[src/rtl/fetch_decode_pipe_pkg.sv]
// Shared definitions for the 16-bit core front end. The execute and writeback
// decode checks use the same opcode, subcode and state constants.
package fetch_decode_pipe_pkg;

    localparam int PC_W  = 16;
    localparam int INS_W = 16;

    // Opcode field, ins[15:12]
    localparam logic [3:0] OP_SUB  = 4'h0;
    localparam logic [3:0] OP_MOVL = 4'h8;
    localparam logic [3:0] OP_MOVH = 4'h9;
    localparam logic [3:0] OP_JMP  = 4'hE;
    localparam logic [3:0] OP_MEM  = 4'hF;

    // Subcode field, ins[7:4], for the jmp opcode
    localparam logic [3:0] SUB_JZ  = 4'h0;
    localparam logic [3:0] SUB_JNZ = 4'h1;
    localparam logic [3:0] SUB_JS  = 4'h2;
    localparam logic [3:0] SUB_JNS = 4'h3;

    // Subcode field, ins[7:4], for the mem opcode
    localparam logic [3:0] SUB_LD  = 4'h0;
    localparam logic [3:0] SUB_ST  = 4'h1;

    // Fetch controller states
    typedef enum logic [1:0] {
        ST_BOOT   = 2'd0,
        ST_RUN    = 2'd1,
        ST_HALTED = 2'd2
    } state_t;

    // Internal visibility for checkers and debug
    typedef struct packed {
        state_t state;
        logic   f_valid;
        logic   hold_valid;
    } dbg_t;

    // Eleven decode flags, opcode flags first
    typedef struct packed {
        logic is_sub;
        logic is_movl;
        logic is_movh;
        logic is_jmp;
        logic is_mem;
        logic is_jz;
        logic is_jnz;
        logic is_js;
        logic is_jns;
        logic is_ld;
        logic is_st;
    } dec_flags_t;

endpackage

[src/rtl/fetch_decode_pipe_if.sv]
// Bus between the front end, the instruction memory and the execute stage.
// d_valid qualifies every decode output; execute takes the decode slot in any
// cycle with d_valid=1, stall=0 and flush=0. There is no ready signal: the
// core-wide stall is the single back-pressure term and holds the slot intact.
// imem_rdata answers imem_raddr exactly one cycle later.
interface fetch_decode_pipe_if;
    import fetch_decode_pipe_pkg::*;

    logic [PC_W-1:0]  imem_raddr;
    logic [INS_W-1:0] imem_rdata;
    logic [PC_W-1:0]  f_pc;
    logic             d_valid;
    logic [PC_W-1:0]  d_pc;
    logic [INS_W-1:0] d_ins;
    logic             d_isSub;
    logic             d_isMovl;
    logic             d_isMovh;
    logic             d_isJmp;
    logic             d_isMem;
    logic             d_isJz;
    logic             d_isJnz;
    logic             d_isJs;
    logic             d_isJns;
    logic             d_isLd;
    logic             d_isSt;
    logic [3:0]       reg_raddr0;
    logic [3:0]       reg_raddr1;

    modport master (
        output imem_raddr, f_pc, d_valid, d_pc, d_ins,
        output d_isSub, d_isMovl, d_isMovh, d_isJmp, d_isMem,
        output d_isJz, d_isJnz, d_isJs, d_isJns, d_isLd, d_isSt,
        output reg_raddr0, reg_raddr1,
        input  imem_rdata
    );

    modport slave (
        input  imem_raddr, f_pc, d_valid, d_pc, d_ins,
        input  d_isSub, d_isMovl, d_isMovh, d_isJmp, d_isMem,
        input  d_isJz, d_isJnz, d_isJs, d_isJns, d_isLd, d_isSt,
        input  reg_raddr0, reg_raddr1,
        output imem_rdata
    );

endinterface

[src/rtl/fetch_decode_pipe_ins_decoder.sv]
// Purely combinational instruction decoder: flags and register read addresses.
// Any unknown opcode or subcode yields all flags low.
module ins_decoder
    import fetch_decode_pipe_pkg::*;
(
    input  logic [INS_W-1:0] ins,
    output dec_flags_t       flags,
    output logic [3:0]       raddr0,
    output logic [3:0]       raddr1
);

    logic [3:0] opcode;
    logic [3:0] subcode;

    assign opcode  = ins[15:12];
    assign subcode = ins[7:4];

    // Opcode/subcode flags; a subcode flag only ever fires with its opcode flag
    always_comb begin
        flags = '0;
        case (opcode)
            OP_SUB:  flags.is_sub  = 1'b1;
            OP_MOVL: flags.is_movl = 1'b1;
            OP_MOVH: flags.is_movh = 1'b1;
            OP_JMP: begin
                case (subcode)
                    SUB_JZ:  begin flags.is_jmp = 1'b1; flags.is_jz  = 1'b1; end
                    SUB_JNZ: begin flags.is_jmp = 1'b1; flags.is_jnz = 1'b1; end
                    SUB_JS:  begin flags.is_jmp = 1'b1; flags.is_js  = 1'b1; end
                    SUB_JNS: begin flags.is_jmp = 1'b1; flags.is_jns = 1'b1; end
                    default: ;
                endcase
            end
            OP_MEM: begin
                case (subcode)
                    SUB_LD:  begin flags.is_mem = 1'b1; flags.is_ld = 1'b1; end
                    SUB_ST:  begin flags.is_mem = 1'b1; flags.is_st = 1'b1; end
                    default: ;
                endcase
            end
            default: ;
        endcase
    end

    // sub reads rb from [7:4]; every other format keeps its second source in [3:0]
    assign raddr0 = ins[11:8];
    assign raddr1 = flags.is_sub ? ins[7:4] : ins[3:0];

endmodule

[src/rtl/fetch_decode_pipe.sv]
// Fetch and decode stages of the 16-bit four-stage core. Fetch drives the
// instruction memory; decode presents the word, its PC and the decode flags.
module fetch_decode_pipe
    import fetch_decode_pipe_pkg::*;
#(
    parameter logic [PC_W-1:0] RESET_PC = 16'h0000,
    parameter logic [PC_W-1:0] PC_STEP  = 16'h0002
) (
    input  logic             clk,
    input  logic             rst,
    input  logic             stall,
    input  logic             flush,
    input  logic [PC_W-1:0]  redirect_pc,
    input  logic             halt,
    fetch_decode_pipe_if.master bus,
    output dbg_t             dbg
);

    state_t           state_q, state_d;
    logic [PC_W-1:0]  f_pc_q, f_pc_d;
    logic             f_valid_q, f_valid_d;
    logic             d_valid_q, d_valid_d;
    logic [PC_W-1:0]  d_pc_q, d_pc_d;
    logic             hold_valid_q, hold_valid_d;
    logic [INS_W-1:0] hold_ins_q, hold_ins_d;
    logic             halting;
    logic [INS_W-1:0] d_ins;
    dec_flags_t       flags;

    // During a stall memory re-reads the held f_pc, so the decode word comes
    // from the hold register captured on the first stall cycle
    assign d_ins = hold_valid_q ? hold_ins_q : bus.imem_rdata;

    // Next-state and datapath update: FSM, then stall hold, then flush on top
    always_comb begin
        state_d      = state_q;
        f_pc_d       = f_pc_q;
        f_valid_d    = f_valid_q;
        d_valid_d    = d_valid_q;
        d_pc_d       = d_pc_q;
        hold_valid_d = hold_valid_q;
        hold_ins_d   = hold_ins_q;
        halting      = 1'b0;

        case (state_q)
            ST_BOOT: begin
                state_d   = ST_RUN;
                f_valid_d = 1'b1;
                d_valid_d = 1'b0;
            end
            ST_RUN: begin
                if (!stall) begin
                    d_pc_d    = f_pc_q;
                    d_valid_d = f_valid_q;
                    f_pc_d    = f_pc_q + PC_STEP;
                end
                if (halt) begin
                    state_d   = ST_HALTED;
                    f_valid_d = 1'b0;
                    halting   = 1'b1;
                end
            end
            ST_HALTED: begin
                f_valid_d = 1'b0;
                halting   = 1'b1;
                if (!stall) begin
                    d_valid_d = 1'b0;
                end
            end
            default: state_d = ST_BOOT;
        endcase

        if (stall && !hold_valid_q) begin
            hold_ins_d   = bus.imem_rdata;
            hold_valid_d = 1'b1;
        end else if (!stall) begin
            hold_valid_d = 1'b0;
        end

        // Flush beats stall; a pending or active halt still blocks new fetches
        if (flush) begin
            f_pc_d       = redirect_pc;
            d_valid_d    = 1'b0;
            f_valid_d    = !halting;
            hold_valid_d = 1'b0;
        end
    end

    // State register with synchronous reset
    always_ff @(posedge clk) begin
        if (rst) begin
            state_q      <= ST_BOOT;
            f_pc_q       <= RESET_PC;
            f_valid_q    <= 1'b0;
            d_valid_q    <= 1'b0;
            d_pc_q       <= '0;
            hold_valid_q <= 1'b0;
            hold_ins_q   <= '0;
        end else begin
            state_q      <= state_d;
            f_pc_q       <= f_pc_d;
            f_valid_q    <= f_valid_d;
            d_valid_q    <= d_valid_d;
            d_pc_q       <= d_pc_d;
            hold_valid_q <= hold_valid_d;
            hold_ins_q   <= hold_ins_d;
        end
    end

    ins_decoder u_dec (
        .ins    (d_ins),
        .flags  (flags),
        .raddr0 (bus.reg_raddr0),
        .raddr1 (bus.reg_raddr1)
    );

    assign bus.imem_raddr = f_pc_q;
    assign bus.f_pc       = f_pc_q;
    assign bus.d_valid    = d_valid_q;
    assign bus.d_pc       = d_pc_q;
    assign bus.d_ins      = d_ins;
    assign bus.d_isSub    = flags.is_sub;
    assign bus.d_isMovl   = flags.is_movl;
    assign bus.d_isMovh   = flags.is_movh;
    assign bus.d_isJmp    = flags.is_jmp;
    assign bus.d_isMem    = flags.is_mem;
    assign bus.d_isJz     = flags.is_jz;
    assign bus.d_isJnz    = flags.is_jnz;
    assign bus.d_isJs     = flags.is_js;
    assign bus.d_isJns    = flags.is_jns;
    assign bus.d_isLd     = flags.is_ld;
    assign bus.d_isSt     = flags.is_st;

    assign dbg = '{state: state_q, f_valid: f_valid_q, hold_valid: hold_valid_q};

endmodule

[src/flat_wrapper.sv]
// flat-port wrapper written by rule: the top's interface ports become plain ports
module fetch_decode_pipe_flat import fetch_decode_pipe_pkg::*;
#(
    parameter logic [PC_W-1:0] RESET_PC = 16'h0000,
    parameter logic [PC_W-1:0] PC_STEP  = 16'h0002
)
  (clk, rst, stall, flush, redirect_pc, halt, dbg, bus_imem_raddr, bus_f_pc, bus_d_valid, bus_d_pc, bus_d_ins, bus_d_isSub, bus_d_isMovl, bus_d_isMovh, bus_d_isJmp, bus_d_isMem, bus_d_isJz, bus_d_isJnz, bus_d_isJs, bus_d_isJns, bus_d_isLd, bus_d_isSt, bus_reg_raddr0, bus_reg_raddr1, bus_imem_rdata);
  fetch_decode_pipe_if bus_i ();
  input  logic clk;
  input  logic rst;
  input  logic stall;
  input  logic flush;
  input  logic [PC_W-1:0] redirect_pc;
  input  logic halt;
  output dbg_t dbg;
  output wire logic [$bits(bus_i.imem_raddr)-1:0] bus_imem_raddr;
  output wire logic [$bits(bus_i.f_pc)-1:0] bus_f_pc;
  output wire logic [$bits(bus_i.d_valid)-1:0] bus_d_valid;
  output wire logic [$bits(bus_i.d_pc)-1:0] bus_d_pc;
  output wire logic [$bits(bus_i.d_ins)-1:0] bus_d_ins;
  output wire logic [$bits(bus_i.d_isSub)-1:0] bus_d_isSub;
  output wire logic [$bits(bus_i.d_isMovl)-1:0] bus_d_isMovl;
  output wire logic [$bits(bus_i.d_isMovh)-1:0] bus_d_isMovh;
  output wire logic [$bits(bus_i.d_isJmp)-1:0] bus_d_isJmp;
  output wire logic [$bits(bus_i.d_isMem)-1:0] bus_d_isMem;
  output wire logic [$bits(bus_i.d_isJz)-1:0] bus_d_isJz;
  output wire logic [$bits(bus_i.d_isJnz)-1:0] bus_d_isJnz;
  output wire logic [$bits(bus_i.d_isJs)-1:0] bus_d_isJs;
  output wire logic [$bits(bus_i.d_isJns)-1:0] bus_d_isJns;
  output wire logic [$bits(bus_i.d_isLd)-1:0] bus_d_isLd;
  output wire logic [$bits(bus_i.d_isSt)-1:0] bus_d_isSt;
  output wire logic [$bits(bus_i.reg_raddr0)-1:0] bus_reg_raddr0;
  output wire logic [$bits(bus_i.reg_raddr1)-1:0] bus_reg_raddr1;
  input wire logic [$bits(bus_i.imem_rdata)-1:0] bus_imem_rdata;
  assign bus_imem_raddr = bus_i.imem_raddr;
  assign bus_f_pc = bus_i.f_pc;
  assign bus_d_valid = bus_i.d_valid;
  assign bus_d_pc = bus_i.d_pc;
  assign bus_d_ins = bus_i.d_ins;
  assign bus_d_isSub = bus_i.d_isSub;
  assign bus_d_isMovl = bus_i.d_isMovl;
  assign bus_d_isMovh = bus_i.d_isMovh;
  assign bus_d_isJmp = bus_i.d_isJmp;
  assign bus_d_isMem = bus_i.d_isMem;
  assign bus_d_isJz = bus_i.d_isJz;
  assign bus_d_isJnz = bus_i.d_isJnz;
  assign bus_d_isJs = bus_i.d_isJs;
  assign bus_d_isJns = bus_i.d_isJns;
  assign bus_d_isLd = bus_i.d_isLd;
  assign bus_d_isSt = bus_i.d_isSt;
  assign bus_reg_raddr0 = bus_i.reg_raddr0;
  assign bus_reg_raddr1 = bus_i.reg_raddr1;
  assign bus_i.imem_rdata = bus_imem_rdata;
  fetch_decode_pipe #(.RESET_PC(RESET_PC), .PC_STEP(PC_STEP)) u_core (.clk(clk), .rst(rst), .stall(stall), .flush(flush), .redirect_pc(redirect_pc), .halt(halt), .bus(bus_i), .dbg(dbg));
endmodule
[config.mk]
export PLATFORM = sky130hd
export DESIGN_NAME = fetch_decode_pipe_flat
export DESIGN_NICKNAME = d
export VERILOG_FILES = /design/src/rtl/fetch_decode_pipe_pkg.sv /design/src/rtl/fetch_decode_pipe_if.sv /design/src/rtl/fetch_decode_pipe_ins_decoder.sv /design/src/rtl/fetch_decode_pipe.sv /design/src/flat_wrapper.sv
export SDC_FILE = /design/constraint.sdc
export NUM_CORES = 1
export LEC_CHECK = 0
export BUFFER_PORTS_ARGS = -buffer_cell sky130_fd_sc_hd__buf_2
export CAP_MARGIN = 10
export CORE_ASPECT_RATIO = 0.8
export CORE_MARGIN = 3
export CORE_UTILIZATION = 43
export DETAILED_ROUTE_END_ITERATION = 12
export PLACE_DENSITY = 0.86
export SYNTH_ARGS = -nofsm -noshare
export SYNTH_HDL_FRONTEND = slang
export SYNTH_SLANG_ARGS = --single-unit
export TNS_END_PERCENT = 1
[constraint.sdc]
create_clock -name clk -period 1.8 [get_ports clk]
set_clock_uncertainty 0.15 [all_clocks]
set_input_delay 0.09 -clock clk [delete_from_list [all_inputs] [get_ports clk]]
set_output_delay 0.09 -clock clk [all_outputs]
set_load 0.005 [all_outputs]
==> summary.md, run 1 <==
| Metric | Value |
|---|---|
| Critical path's largest stage delay | 0.39 ns |
| R2r endpoint | u_core.bus.f_pc[15]$_SDFFE_PP0P_ |
| CTS tree | done |
| Status | complete, but fails checks |
| # nets final | about 550 |
| GR Util All Layers | 0.228 |
| Ys async rst share | 0 |
| LEAKAGE | between 1.5 and 2 nW |
| DP HPWL | just under 6 mm |
| CP Launch Point | u_core.hold_valid_q$_SDFFE_PP0P_ |
| Initial antenna violation count | 0 |
| Post-Syn Instances | approximately 360 |
| Starting Density | 0.463 |
| First-pass GRT wire length | around 14 mm |
| Wire per inst | 14.9 um |
| GRT overflow | 0 |
| Number of cells after detailed placement | ~550 |
| Input/output buffers | between 100 and 150 |
| Most frequent cells in the layout | 124 x buf_2, 76 x nand2_1, 50 x dfxtp_1 |
| Vias in the first global route | ~3000 |
| DR pass1 iterations | 4 |
| 1st-iter DRT viols | ~230 |
| H-tree Lvls | 2 |
| Reg2reg start | u_core.bus.f_pc[9]$_SDFFE_PP0P_ |
| # Max-Cap Violations | 0 |
| Top delay family on crit path | simple AND/OR/NAND/NOR gates |
| EDFF count, synth | 0 |
| Yosys reg bits | 53 |
| Yosys Warn Count | 0 |
| Clk slew on worst S/H paths | ~0.09 ns |
| WP buf/inv | 1 |
| RSZ-0062 raised after global routing | true |
| Critical-path top delay cell | dfxtp_4 |
| Most common cell after layout, fill and taps aside | buf_2 |
| Critical Path End Type | output pin |
| Area grow syn2layout | 42.9% |
| Share of layout cells above drive strength 1 | 0.384 |
| Worst vdd ir | between 0.0005 and 0.0006 V |
| CTS root buf | clkbuf_8 |
| Die W | approximately 97 um |
| Die ar. | approximately 7600 um^2 |
| CTS Sinks | 53 |
| Via count | 3053 |
| Final worst slack | -0.226 ns |
| Post-route ant nets | 0 |
| Max-slew violations | 0 |
| Hold Path Depth | 5 |
| Core area | roughly 6200 um^2 |
| Crit Path Max Fanout | 11 |
| CP Launch Type | register |
| WHS Endpoint | u_core.f_valid_q$_SDFFE_PP0P_ |
| Fmax | a little under 0.5 GHz |
| Finished Layout Cells | between 500 and 600 |
| Post-Route WL | about 9 mm |
| CTS buffer count | 5 |
| CTS max path bufs | 2 |
| CP required | ~1.6 ns |
| Worst rel slew slack | 0.502 |
| Top_reg_cell synth | dfxtp_1 |
| Violated checks | negative setup slack |
| Number of cells on the worst reg-to-reg path | 4 |
| Period utilization | 1.13 |
| Diode count | 0 |
| Syn Area/Cell | 8.03 um^2 |
| Crit Path Class | reg2out |
| # rows | 25 |
| CP Cell Sequence | or3_1, o31ai_2, nand2_2, mux2_2, buf_2 |
| Final hold vios | 0 |
| Min Tclk post-route | between 2 and 2.5 ns |
| Total Power | between 3 and 4 mW |
| Pwr/cell area | slightly below 800 nW/um^2 |
| Synthesized area | approximately 2900 um^2 |
| Clk Latency, worst-skew pair | ~0.30 ns |
| Vias/cell | 5.18 |
| Distinct cell type count after synthesis | 39 |
| Hold Crit Class | in2reg |
| Number of setup violations in the final report | 15 |
| IO Pins | about 130 |
| Largest net degree at the start of global routing | 39 |
| Critical Path AT | between 1.5 and 2 ns |
| Final GP Congestion | between 0.8 and 0.9 |
| R2r setup slk | -0.12 ns |
| Register area share after synthesis | 0.372 |
| Net count after synthesis | 399 |
| Place WS | -0.0689 ns |
| DRC violations left | 0 |
| Die Span Y | approximately 80 um |
| Worst slew pin tran | 0.747 ns |
| Worst Hold Launch | halt |
[kinds of logic (layout without fill, tap and decap cells)]
kind of cell,count (synthesis),after routing,share of synthesized area
compound gates,68,68,0.145
xor+xnor,11,11,0.0338
fa+ha+maj,7,7,0.0307
buf+inv,59,212,0.111
flops,53,53,0.372
mux,26,26,0.0992
simple gates,131,131,0.208
[flip-flops by register name, indices dropped and copies added (netlist names)]
name                 cells
u_core.bus.d_pc         16
u_core.bus.f_pc         16
u_core.hold_ins_q       16
u_core.state_q           2
u_core.bus.d_valid       1
u_core.f_valid_q         1
u_core.hold_valid_q      1
[synth_stat cells (all sizes together) (2+ instances only)]
| library cell | count | area share |
|---|---|---|
| nand3b | 2 | 0.0053 |
| nand4 | 4 | 0.0088 |
| nor3 | 4 | 0.0070 |
| dfxtp | 53 | 0.37 |
| a21oi | 45 | 0.079 |
| ha | 7 | 0.031 |
| xor2 | 7 | 0.022 |
| or3 | 5 | 0.011 |
| and3 | 2 | 0.0044 |
| clkbuf | 13 | 0.017 |
| o21ai | 4 | 0.0070 |
| a21o | 3 | 0.0079 |
| nand2 | 77 | 0.10 |
| nor4 | 4 | 0.0088 |
| nor2b | 4 | 0.0088 |
| nand2b | 3 | 0.0066 |
| buf | 28 | 0.070 |
| nor2 | 16 | 0.021 |
| inv | 18 | 0.024 |
| nand3 | 4 | 0.0070 |
| xnor2 | 4 | 0.012 |
| o21a | 10 | 0.026 |
| nand4b | 2 | 0.0061 |
| mux2 | 18 | 0.071 |
| mux2i | 8 | 0.028 |
[through the flow]
step           TNS, ns  utilization  hold slack, ns  area, um^2
6_report         -2.27        0.661           0.164        4070
5_1_grt          -4.13        0.661           0.185        4070
4_1_cts          -1.83        0.655           0.151        4040
3_5_place_dp    -0.472        0.576           0.187        3550
3_3_place_gp   -0.0586        0.576           0.177        3550
2_1_floorplan        0            -          0.0760        2850
[layout make-up]
type	instances	area, um^2
multi-input combinational	243	1530
fill	506	2090
clock buffer	7	86.3
inverter	18	67.6
clock inverter	1	30.0
timing repair buffer	186	1180
tap	81	101
sequential	53	1070
[metal layers]
layer	global-route usage	vias up	part of all wire
li1	-	1467	-
met1	0.270	1405	0.40
met2	0.391	141	0.50
met3	0.0527	40	0.061
met4	0.115	0	0.047
met5	0	-	0
[worst register-to-register path, delay by kind of cell, from the launching register on]
family / cells / cell delay (ns)
compound gates: 2 / 0.56
flops: 1 / 0.43
simple gates: 2 / 0.64
[worst max-delay path by stage]
stage / to / slack, ns / cells after the start
global route: bus_d_isJnz / -0.33 / 5
detailed placement: bus_d_isJns / -0.07 / 6
CTS: bus_reg_raddr1[0] / -0.21 / 5
floorplan: u_core.bus.f_pc[13]$_SDFFE_PP0P_ / 0.0005 / 7
finish: bus_reg_raddr1[2] / -0.23 / 5
global placement: bus_reg_raddr1[1] / -0.02 / 5
[report_power, final]
group	leakage (nW)	switching, mW	internal (mW)
clock network	0.0585	0.371	0.454
logic	1.47	0.521	0.489
registers	0.437	0.0852	1.28
total	1.97	0.977	2.22
[repair_timing]
action                     CTS  global route
hold endpoints to repair    33             0
pin swaps                    2             2
setup endpoints to repair   33            34
resized for setup           10             8
hold buffers                33             0
buffers inserted             1             0
(Power assumes the default switching activity.)
==> inputs of run 2 (changes only) <==
- CELL_PAD_IN_SITES_DETAIL_PLACEMENT: default -> 0
- CELL_PAD_IN_SITES_GLOBAL_PLACEMENT: default -> 1
- CORE_UTILIZATION: 43 -> 30
- PLACE_DENSITY: 0.86 -> 0.85
==> summary.md, run 2 (synthesis gave the netlist of run 1 again) <==
| Metric | Value |
|---|---|
| Finished Layout Cells | 621 |
| Worst slew pin tran | between 0.6 and 0.7 ns |
| Vias in the first global route | 2774 |
| Met2 Wirelength | 4.03 mm |
| Final hold vios | 0 |
| LEAKAGE | 1.97 nW |
| Hold Crit Class | in2reg |
| Die Span Y | between 90 and 100 um |
| Clk slew on worst S/H paths | ~0.07 ns |
| Worst rel slew slack | 0.564 |
| Wire per inst | between 10 and 15 um |
| Most frequent cells in the layout | 124 x buf_2, 76 x nand2_1, 52 x dfxtp_1 |
| Min Tclk post-route | between 2 and 2.5 ns |
| CP Launch Type | register |
| Max-slew violations | 0 |
| Die ar. | about 11000 um^2 |
| Largest net degree at the start of global routing | 34 |
| Crit Path Max Fanout | 11 |
| Violated checks | negative setup slack |
| Critical-path top delay cell | dfxtp_4 |
| CTS tree | done |
| Initial antenna violation count | 0 |
| Total Power | 3.34 mW |
| H-tree Lvls | 2 |
| First-pass GRT wire length | ~13 mm |
| Vias/cell | 4.65 |
| IO Pins | approximately 130 |
| R2r setup slk | ~0.020 ns |
| Diode count | 0 |
| Critical Path End Type | output pin |
| RSZ-0062 raised after global routing | true |
| Most common cell after layout, fill and taps aside | buf_2 |
| Final GP Congestion | approximately 0.84 |
| Final Util | 0.446 |
| Input/output buffers | roughly 120 |
| Register Area | about 1100 um^2 |
| DP HPWL | between 6 and 7 mm |
| Period utilization | 1.15 |
| Top sig layer | met4 |
| Pwr/cell area | between 800 and 900 nW/um^2 |
| Crit Path Class | reg2out |
| Fmax | about 0.48 GHz |
| Post-Route WL | between 8 and 9 mm |
| Critical path's largest stage delay | about 0.42 ns |
| # nets final | 550 |
| Number of setup violations in the final report | 13 |
| GRT overflow | 0 |
| CTS Sinks | 53 |
| Post-route ant nets | 0 |
| Hold WS | 0.00750 ns |
| M1 WL | between 3 and 4 mm |
| # rows | 31 |
| Fillers | between 800 and 900 |
| Setup TNS Final | -2.13 ns |
| Critical Path AT | between 1.5 and 2 ns |
| Die W | ~110 um |
| Number of cells after detailed placement | around 580 |
| DR pass1 iterations | 4 |
| CP required | approximately 1.6 ns |
| CP Cell Sequence | mux2_2, buf_4, a221oi_4, nand2_1, nor2_1, buf_2 |
| Area of the multi-input gates | around 1500 um^2 |
| Top delay family on crit path | flip-flops |
| Starting Density | 0.311 |
| Clk Latency, worst-skew pair | about 0.28 ns |
| Status | complete, but fails checks |
| Share of layout cells above drive strength 1 | 0.368 |
| CTS buffer count | 5 |
| GR Util All Layers | 0.147 |
| Routed wl met3 | between 300 and 400 um |
| Via count | between 2000 and 3000 |
| Area grow syn2layout | 43.2% |
| WP buf/inv | 2 |
| CTS max path bufs | 2 |
| CTS root buf | clkbuf_16 |
| DRC violations left | 0 |
| Core area | ~9200 um^2 |
| # Max-Cap Violations | 0 |
| Final worst slack | -0.265 ns |
| 1st-iter DRT viols | roughly 130 |
| Worst vdd ir | 0.000453 V |
## run 2: cell count changes in the layout (fill, tap and decap cells not counted), moves of 2 or more
cell           delta
buf_4             +2
nor4_1            +4
dfxtp_1           +2
nor4_2            -4
clkbuf_8          -6
clkbuf_16         +5
dlygate4sd3_1     -2
## run 2: timing repair
action	in CTS	in global routing
hold buffers	31	0
gates resized for setup	3	2
pin swaps	2	0
hold endpoints to repair	31	0
gates cloned	0	0
setup buffers	1	0
setup endpoints to repair	28	30
## run 2: metrics by stage
| stage | worst slack [ns] | cell area (um^2) |
|---|---|---|
| 2_1_floorplan | 0.000529 | 2850 |
| 3_3_place_gp | -0.0495 | 3590 |
| 3_5_place_dp | -0.0933 | 3590 |
| 4_1_cts | -0.221 | 4070 |
| 5_1_grt | -0.314 | 4080 |
| 6_report | -0.265 | 4080 |
## run 2: power by group
part / leakage, nW / switching (mW) / internal, mW
Combinational: 1.46 / 0.470 / 0.481
Clock: 0.0797 / 0.399 / 0.646
Sequential: 0.436 / 0.0770 / 1.27
## run 2: cell type report
class,count,share of cell area
multi-input combinational,243,0.364
timing repair buffer,185,0.284
sequential,53,0.261
tap,115,0.0352
clock buffer,5,0.0306
inverter,18,0.0165
clock inverter,2,0.00858
## run 2: final timing paths
| path | startpoint | endpoint | depth (start not counted) |
|---|---|---|---|
| min reg2reg | u_core.bus.d_pc[14]$_SDFFE_PP0P_ | u_core.bus.d_pc[14]$_SDFFE_PP0P_ | 2 |
| max | u_core.hold_valid_q$_SDFFE_PP0P_ | bus_d_isJs | 6 |
| max reg2reg | u_core.state_q[0]$_SDFFE_PP0P_ | u_core.bus.f_pc[2]$_SDFFE_PP0P_ | 7 |
| min | redirect_pc[11] | u_core.bus.f_pc[11]$_SDFFE_PP0P_ | 4 |
## run 2: worst reg2reg max path, delay by kind of cell, from the launching register on
family / cells / cell delay (ns)
compound gates: 2 / 0.26
fa+ha+maj: 1 / 0.24
simple gates: 2 / 0.34
buf+inv: 2 / 0.36
flops: 1 / 0.37
## run 2: routing by layer
| layer | track usage | vias to the layer above |
|---|---|---|
| met5 | 0 | - |
| met4 | 0.0352 | 0 |
| met3 | 0.0265 | 6 |
| met2 | 0.252 | 66 |
| met1 | 0.191 | 1355 |
| li1 | - | 1463 |
